<file path="config.mk">
export PLATFORM = sky130hd
export DESIGN_NAME = mem_loader
export DESIGN_NICKNAME = d
export VERILOG_FILES = /design/src/rtl/mem_loader_pkg.sv /design/src/rtl/mem_loader_stall_timer.sv /design/src/rtl/mem_loader.sv
export SDC_FILE = /design/constraint.sdc
export NUM_CORES = 1
export LEC_CHECK = 0
export CORE_MARGIN = 2
export CORE_UTILIZATION = 59
export DETAILED_ROUTE_END_ITERATION = 10
export PLACE_DENSITY = 0.86
export SETUP_SLACK_MARGIN = 0.1
export SYNTH_ARGS = -nofsm -noshare
export SYNTH_HDL_FRONTEND = slang
export SYNTH_SLANG_ARGS = --single-unit
</file>
<file path="constraint.sdc">
create_clock -name clk -period 4.9 [get_ports clk]
set_input_delay 1.225 -clock clk [delete_from_list [all_inputs] [get_ports clk]]
set_output_delay 1.225 -clock clk [all_outputs]
set_load 0.01 [all_outputs]
</file>
<file path="src/rtl/mem_loader_pkg.sv">
// Shared memory-map definitions for the boot/debug loader and the memory block it feeds.
package mem_loader_pkg;

  localparam int ADDR_W      = 16;
  localparam int DATA_W      = 8;
  localparam int RAM_SEL_BIT = 15;

  typedef logic [ADDR_W-1:0] addr_t;
  typedef logic [DATA_W-1:0] data_t;

  // The upper half of the address map is RAM; the lower half is ROM and must never be written.
  function automatic logic is_ram(input addr_t a);
    return a[RAM_SEL_BIT];
  endfunction

endpackage

</file>
<file path="src/rtl/mem_loader_stall_timer.sv">
// Counts idle stream cycles mid-packet and flags the cycle in which the count reaches TIMEOUT.
module stall_timer #(
  parameter int TIMEOUT = 1024,
  parameter int CNT_W   = 11
) (
  input  logic clk,
  input  logic rst_n,
  input  logic en,
  input  logic clr,
  output logic expired
);

  localparam logic [CNT_W-1:0] LAST = CNT_W'(TIMEOUT - 1);

  logic [CNT_W-1:0] cnt_q, cnt_d;

  // A clear in the same cycle always wins, so a late handshake can never be aborted.
  assign expired = en && !clr && (cnt_q == LAST);

  always_comb begin
    cnt_d = cnt_q;
    if (clr || expired) begin
      cnt_d = '0;
    end else if (en) begin
      cnt_d = cnt_q + 1'b1;
    end
  end

  always_ff @(posedge clk or negedge rst_n) begin
    if (!rst_n) begin
      cnt_q <= '0;
    end else begin
      cnt_q <= cnt_d;
    end
  end

endmodule

</file>
<file path="src/rtl/mem_loader.sv">
// Byte-stream loader: parses a big-endian addr/len header, then writes len bytes to memory,
// owning the memory port while busy and passing the CPU port through when idle.
module mem_loader
  import mem_loader_pkg::*;
#(
  parameter int TIMEOUT = 1024,
  parameter int CNT_W   = 11
) (
  input  logic        clk,
  input  logic        rst_n,
  input  logic [7:0]  s_data,
  input  logic        s_valid,
  output logic        s_ready,
  input  logic [15:0] cpu_addr,
  input  logic [7:0]  cpu_din,
  input  logic        cpu_we,
  output logic [15:0] mem_addr,
  output logic [7:0]  mem_din,
  output logic        mem_we,
  output logic        busy,
  output logic        done,
  output logic        err
);

  localparam logic [2:0] H0    = 3'd0;
  localparam logic [2:0] H1    = 3'd1;
  localparam logic [2:0] H2    = 3'd2;
  localparam logic [2:0] H3    = 3'd3;
  localparam logic [2:0] DATA  = 3'd4;
  localparam logic [2:0] DONE0 = 3'd5;

  logic [2:0]  state_q, state_d;
  addr_t       cur_addr_q, cur_addr_d;
  logic [15:0] rem_q, rem_d;
  addr_t       wr_addr_q, wr_addr_d;
  data_t       wr_din_q, wr_din_d;
  logic        wr_we_q, wr_we_d;
  logic        busy_q, busy_d;
  logic        done_q, done_d;
  logic        err_q, err_d;
  logic        hs, stall_en, stall_clr, expired;

  assign s_ready   = (state_q != DONE0);
  assign hs        = s_valid && s_ready;
  assign stall_en  = !s_valid && (state_q inside {H1, H2, H3, DATA});
  assign stall_clr = hs || (state_q == H0) || (state_q == DONE0);

  stall_timer #(
    .TIMEOUT(TIMEOUT),
    .CNT_W  (CNT_W)
  ) u_stall_timer (
    .clk    (clk),
    .rst_n  (rst_n),
    .en     (stall_en),
    .clr    (stall_clr),
    .expired(expired)
  );

  always_comb begin
    state_d    = state_q;
    cur_addr_d = cur_addr_q;
    rem_d      = rem_q;
    wr_addr_d  = wr_addr_q;
    wr_din_d   = wr_din_q;
    wr_we_d    = 1'b0;
    busy_d     = busy_q;
    done_d     = 1'b0;
    err_d      = err_q;
    case (state_q)
      // busy lingers one cycle after the last byte so the final write still owns the port.
      H0: begin
        busy_d = 1'b0;
        if (hs) begin
          cur_addr_d = {s_data, cur_addr_q[7:0]};
          err_d      = 1'b0;
          busy_d     = 1'b1;
          state_d    = H1;
        end
      end
      H1: if (hs) begin
        cur_addr_d = {cur_addr_q[15:8], s_data};
        state_d    = H2;
      end
      H2: if (hs) begin
        rem_d   = {s_data, 8'h00};
        state_d = H2 + 3'd1;
      end
      H3: if (hs) begin
        rem_d = {rem_q[15:8], s_data};
        if ({rem_q[15:8], s_data} == 16'h0000) begin
          done_d  = 1'b1;
          state_d = DONE0;
        end else begin
          state_d = DATA;
        end
      end
      DATA: if (hs) begin
        wr_addr_d  = cur_addr_q;
        wr_din_d   = s_data;
        wr_we_d    = is_ram(cur_addr_q);
        err_d      = err_q || !is_ram(cur_addr_q);
        cur_addr_d = cur_addr_q + 1'b1;
        rem_d      = rem_q - 1'b1;
        if (rem_q == 16'h0001) begin
          done_d  = 1'b1;
          state_d = H0;
        end
      end
      DONE0: begin
        busy_d  = 1'b0;
        state_d = H0;
      end
      default: state_d = H0;
    endcase
    if (expired) begin
      state_d = H0;
      err_d   = 1'b1;
      busy_d  = 1'b0;
      done_d  = 1'b0;
    end
  end

  always_ff @(posedge clk or negedge rst_n) begin
    if (!rst_n) begin
      state_q    <= H0;
      cur_addr_q <= '0;
      rem_q      <= '0;
      wr_addr_q  <= '0;
      wr_din_q   <= '0;
      wr_we_q    <= 1'b0;
      busy_q     <= 1'b0;
      done_q     <= 1'b0;
      err_q      <= 1'b0;
    end else begin
      state_q    <= state_d;
      cur_addr_q <= cur_addr_d;
      rem_q      <= rem_d;
      wr_addr_q  <= wr_addr_d;
      wr_din_q   <= wr_din_d;
      wr_we_q    <= wr_we_d;
      busy_q     <= busy_d;
      done_q     <= done_d;
      err_q      <= err_d;
    end
  end

  assign busy     = busy_q;
  assign done     = done_q;
  assign err      = err_q;
  assign mem_addr = busy_q ? wr_addr_q : cpu_addr;
  assign mem_din  = busy_q ? wr_din_q  : cpu_din;
  assign mem_we   = busy_q ? wr_we_q   : cpu_we;

endmodule
</file>
==> impl_summary.txt <==
----------------------------------------------------
[Run status]
  Status ... finished clean

[Min path]
  Path class of the lowest-slack min-delay path ... flip-flop to flip-flop
  Hold depth ... 2
  Start point of the worst min-delay path ... wr_addr_q[11]
  End point of the worst hold path ... wr_addr_q[11]

[Clock tree]
  Setup Buffers After CTS ... 0
  Longest Clk Path Bufs ... 2
  Clock sink count ... 74
  CTS root buf ... sky130_fd_sc_hd__clkbuf_8
  Number of hold buffers added after CTS ... 0
  Number of buffers added by the clock tree synthesis step ... 9
  Post-cts repair resize count ... 0
  TritonCTS clock tree ... done
  Count of H-tree levels built during CTS ... 3
  Register clock-pin slew on the reported worst setup and hold paths ... 0.08 ns
  Clk Latency, worst-skew pair ... ~0.36 ns

[Setup path]
  CP max FO ... 1
  Critical Path Start Type ... primary input
  Crit path launch ... cpu_addr[5]
  Depth of the worst register-to-register path ... 5
  Endpoint of the lowest-slack register-to-register path ... cur_addr_q[10]
  WP data arrival ... 2.40 ns
  Element type at the critical path end ... output pin
  Required time of the critical path ... 3.67 ns
  Worst-case register-to-register setup slack ... around 2.0 ns
  Worst Setup Path Type ... primary input to output pin
  Launching point of the worst reg2reg path ... state_q[2]

[Timing]
  Setup repair after global routing missed its margin ... false
  Transition time of the tightest slew-check pin ... ~1.1 ns
  Final critical delay including setup and external delays ... 3.62 ns
  Final-report setup violation count ... 0
  Final Slew Violations ... 0
  Relative max-transition margin ... 27.5%
  Sum of negative setup slack ... 0 ns
  Maximum clock skew at final layout ... between 0.01 and 0.015 ns
  Achievable frequency ... between 200 and 300 MHz
  Final Hold Violating Endpoints ... 0
  Post-route clock period utilization ... between 70 and 80%

[Synth]
  Number of nets in the synthesized netlist ... 486
  Area of the mapped netlist ... roughly 4300 µm²
  Synth area leaders ... sky130_fd_sc_hd__dfrtp_1 (43%), sky130_fd_sc_hd__mux2_2 (11%), sky130_fd_sc_hd__o21ai_0 (4.3%), sky130_fd_sc_hd__nand2_1 (2.8%), sky130_fd_sc_hd__a21oi_1 (2.7%)
  Number of synthesis warnings ... 0
  Post-synthesis average cell area ... between 9 and 10 µm²
  Fraction of post-synthesis cell area in the top cell type by area ... 43.1%
  Number of cells produced by synthesis ... 446
  Sequential fraction of the synthesis area ... 43.1%
  Fraction of registers with async set/reset ... 100%
  Cell accounting for the most synthesized area ... sky130_fd_sc_hd__dfrtp_1
  #FFs+latches synth ... 74
  Dominant register cell in the synthesized netlist ... sky130_fd_sc_hd__dfrtp_1
  Count of flip-flops with a built-in enable after synthesis ... 0
  Synth cell types ... 55

[Placement]
  Gpl congestion ... roughly 0.9
  Buffers added on ports ... 64
  Standard cell area after detailed placement ... 4980 µm²
  Sum of net half-perimeters after detailed placement ... 7.50 mm

[GRT]
  Global-route wire length before repair ... approximately 18 mm
  Total overflow reported by the global router ... 0
  Pin count of the biggest net entering global routing ... 39
  Overall track demand over capacity in global routing ... between 20% and 30%
  Vias in the first global route ... 3628
  Number of antenna violations at the first check in global routing ... 0

[Drt]
  Vias ... between 3000 and 4000
  Via density per instance ... 6.44
  Number of design-rule violations left by the first detailed-router iteration ... between 300 and 400
  Number of nets still failing antenna checks after routing ... 0
  Detailed-router iteration count before antenna repair ... 5
  Final routed DRC violation total ... 0
  Wire length per cell ... 18.5 µm
  Final WL ... around 11 mm

[Finish]
  Ratio of cells with drive above 1 in the final layout ... 14.5%
  Number of diodes ... 0
  Nets@finish ... 538
  Fill count ... roughly 530
  Area of combinational cells with multiple inputs ... between 2000 and 2500 µm²
  Area added between synthesis and finish ... 20.1%
  Summed area of non-filler cells in the final layout ... 5160 µm²
  Flip-flop and latch area ... 1850 µm²

[Floorplanning]
  Die Y-Extent ... just under 90 µm
  Initial core utilization ... 60.2%
  Core area ... 7140 µm²
  Die Wd ... 89.3 µm
  I/O pin count ... 65
  Site Rows ... 31
  Die Area ... about 8000 µm²

[Flow run]
  Count of max-cap constraint violations ... 0

[Power]
  Pwr dens ... between 500 and 600 nW/µm²
  Worst vdd rail ir drop ... 297 µV
  P_leak ... roughly 2.1 nW

----------------------------------------------------
-- worst max-delay path by stage --
stage                  endpoint  slack, ns  cells past startpoint
global route        mem_addr[5]       1.21                      2
floorplan           mem_addr[0]       2.18                      1
finish              mem_addr[5]       1.28                      3
CTS                 mem_addr[5]       1.25                      2
detailed placement  mem_addr[5]       1.27                      3
global placement     mem_din[6]       1.31                      3
-- state kept, by name, summed over array words and instances (netlist names) --
register,count
cur_addr_q,16
rem_q,16
wr_addr_q,16
u_stall_timer.cnt_q,11
wr_din_q,8
state_q,3
busy,1
done,1
err,1
wr_we_q,1
-- final cells by class --
class,count,area share [%]
sequential,74,35.9
clock buffer,10,2.47
clock inverter,5,1.09
multi-input combinational,334,44.3
timing repair buffer,70,13.2
tap,99,2.40
inverter,9,0.655
-- worst max-delay path, cell delays in order --
cell                              delay [ns]
sky130_fd_sc_hd__clkdlybuf4s50_1        0.41
sky130_fd_sc_hd__mux2_2                 0.27
sky130_fd_sc_hd__clkdlybuf4s50_1        0.49
-- layout by cell type (no fill, tap or decap), types with 3 or more instances in the layout --
cell,instances
sky130_fd_sc_hd__a21oi_1,23
sky130_fd_sc_hd__nor2b_1,6
sky130_fd_sc_hd__xor2_1,7
sky130_fd_sc_hd__nor4_1,8
sky130_fd_sc_hd__and2_1,4
sky130_fd_sc_hd__nor2_1,30
sky130_fd_sc_hd__o21ai_0,37
sky130_fd_sc_hd__a22oi_1,8
sky130_fd_sc_hd__o211ai_1,3
sky130_fd_sc_hd__buf_4,6
sky130_fd_sc_hd__nand4_1,12
sky130_fd_sc_hd__or4_1,5
sky130_fd_sc_hd__nand2b_1,5
sky130_fd_sc_hd__nand3_1,18
sky130_fd_sc_hd__a22o_1,3
sky130_fd_sc_hd__nor3b_1,6
sky130_fd_sc_hd__ha_1,4
sky130_fd_sc_hd__nor3_1,8
sky130_fd_sc_hd__inv_1,8
sky130_fd_sc_hd__or3_1,5
sky130_fd_sc_hd__clkbuf_8,9
sky130_fd_sc_hd__a211oi_1,4
sky130_fd_sc_hd__mux2i_1,9
sky130_fd_sc_hd__mux2_2,43
sky130_fd_sc_hd__clkdlybuf4s50_1,63
sky130_fd_sc_hd__o22ai_1,7
sky130_fd_sc_hd__a32oi_1,6
sky130_fd_sc_hd__o21ai_1,3
sky130_fd_sc_hd__and3_1,5
sky130_fd_sc_hd__dfrtp_1,74
sky130_fd_sc_hd__and4_1,3
sky130_fd_sc_hd__nand2_1,32
-- power breakdown --
part | switching, mW | leakage (nW) | internal, mW
logic | 0.640 | 1.07 | 0.678
registers | 0.345 | 0.954 | 0.839
clock network | 0.235 | 0.0921 | 0.232
-- stage by stage --
stage	instances	utilization (%)	worst slack [ns]	power, mW	hold WS (ns)
floorplan	446	-	2.18	2.00	0.441
detailed placement	586	69.7	1.27	2.48	0.465
global route	601	72.3	1.21	3.17	0.507
global placement	586	69.7	1.31	2.41	0.460
CTS	601	72.3	1.25	2.95	0.485
finish	601	72.3	1.28	2.97	0.479
-- layer usage --
metal  track usage [%]  part of all wire, %
met1              38.1                   41
met2              48.6                   49
met3              4.52                  7.3
met4              13.0                  3.0
met5                 0                    0
-- cell families (layout without fill, tap and decap cells) --
| group | Yosys count | in the layout | share of synthesized area (%) |
|---|---|---|---|
| buffers and inverters | 38 | 94 | 3.67 |
| XOR/XNOR | 9 | 9 | 1.84 |
| adder cells (fa/ha/maj) | 4 | 4 | 1.17 |
| multiplexers | 52 | 52 | 13.4 |
| AO/OA/AOI/OAI | 112 | 112 | 16.5 |
| AND/OR/NAND/NOR | 157 | 157 | 20.4 |
| flip-flops | 74 | 74 | 43.1 |
-- synth_stat cells, types with 2 or more instances --
cell type / instances
sky130_fd_sc_hd__a211oi_1: 4
sky130_fd_sc_hd__a21boi_0: 2
sky130_fd_sc_hd__a21oi_1: 23
sky130_fd_sc_hd__a22o_1: 3
sky130_fd_sc_hd__a22oi_1: 8
sky130_fd_sc_hd__a31oi_1: 2
sky130_fd_sc_hd__a32oi_1: 6
sky130_fd_sc_hd__and2_1: 4
sky130_fd_sc_hd__and3_1: 5
sky130_fd_sc_hd__and4_1: 3
sky130_fd_sc_hd__buf_1: 2
sky130_fd_sc_hd__buf_2: 12
sky130_fd_sc_hd__clkbuf_1: 15
sky130_fd_sc_hd__dfrtp_1: 74
sky130_fd_sc_hd__ha_1: 4
sky130_fd_sc_hd__inv_1: 8
sky130_fd_sc_hd__mux2_2: 43
sky130_fd_sc_hd__mux2i_1: 9
sky130_fd_sc_hd__nand2_1: 32
sky130_fd_sc_hd__nand2b_1: 5
sky130_fd_sc_hd__nand3_1: 18
sky130_fd_sc_hd__nand4_1: 12
sky130_fd_sc_hd__nand4b_1: 2
sky130_fd_sc_hd__nor2_1: 30
sky130_fd_sc_hd__nor2b_1: 6
sky130_fd_sc_hd__nor3_1: 8
sky130_fd_sc_hd__nor3b_1: 6
sky130_fd_sc_hd__nor4_1: 8
sky130_fd_sc_hd__nor4_4: 2
sky130_fd_sc_hd__o211ai_1: 3
sky130_fd_sc_hd__o21ai_0: 37
sky130_fd_sc_hd__o21ai_1: 3
sky130_fd_sc_hd__o221ai_1: 2
sky130_fd_sc_hd__o22a_1: 2
sky130_fd_sc_hd__o22ai_1: 7
sky130_fd_sc_hd__o311ai_1: 2
sky130_fd_sc_hd__or3_1: 5
sky130_fd_sc_hd__or4_1: 5
sky130_fd_sc_hd__xnor2_1: 2
sky130_fd_sc_hd__xor2_1: 7
Power figures use the tool's default switching activity.
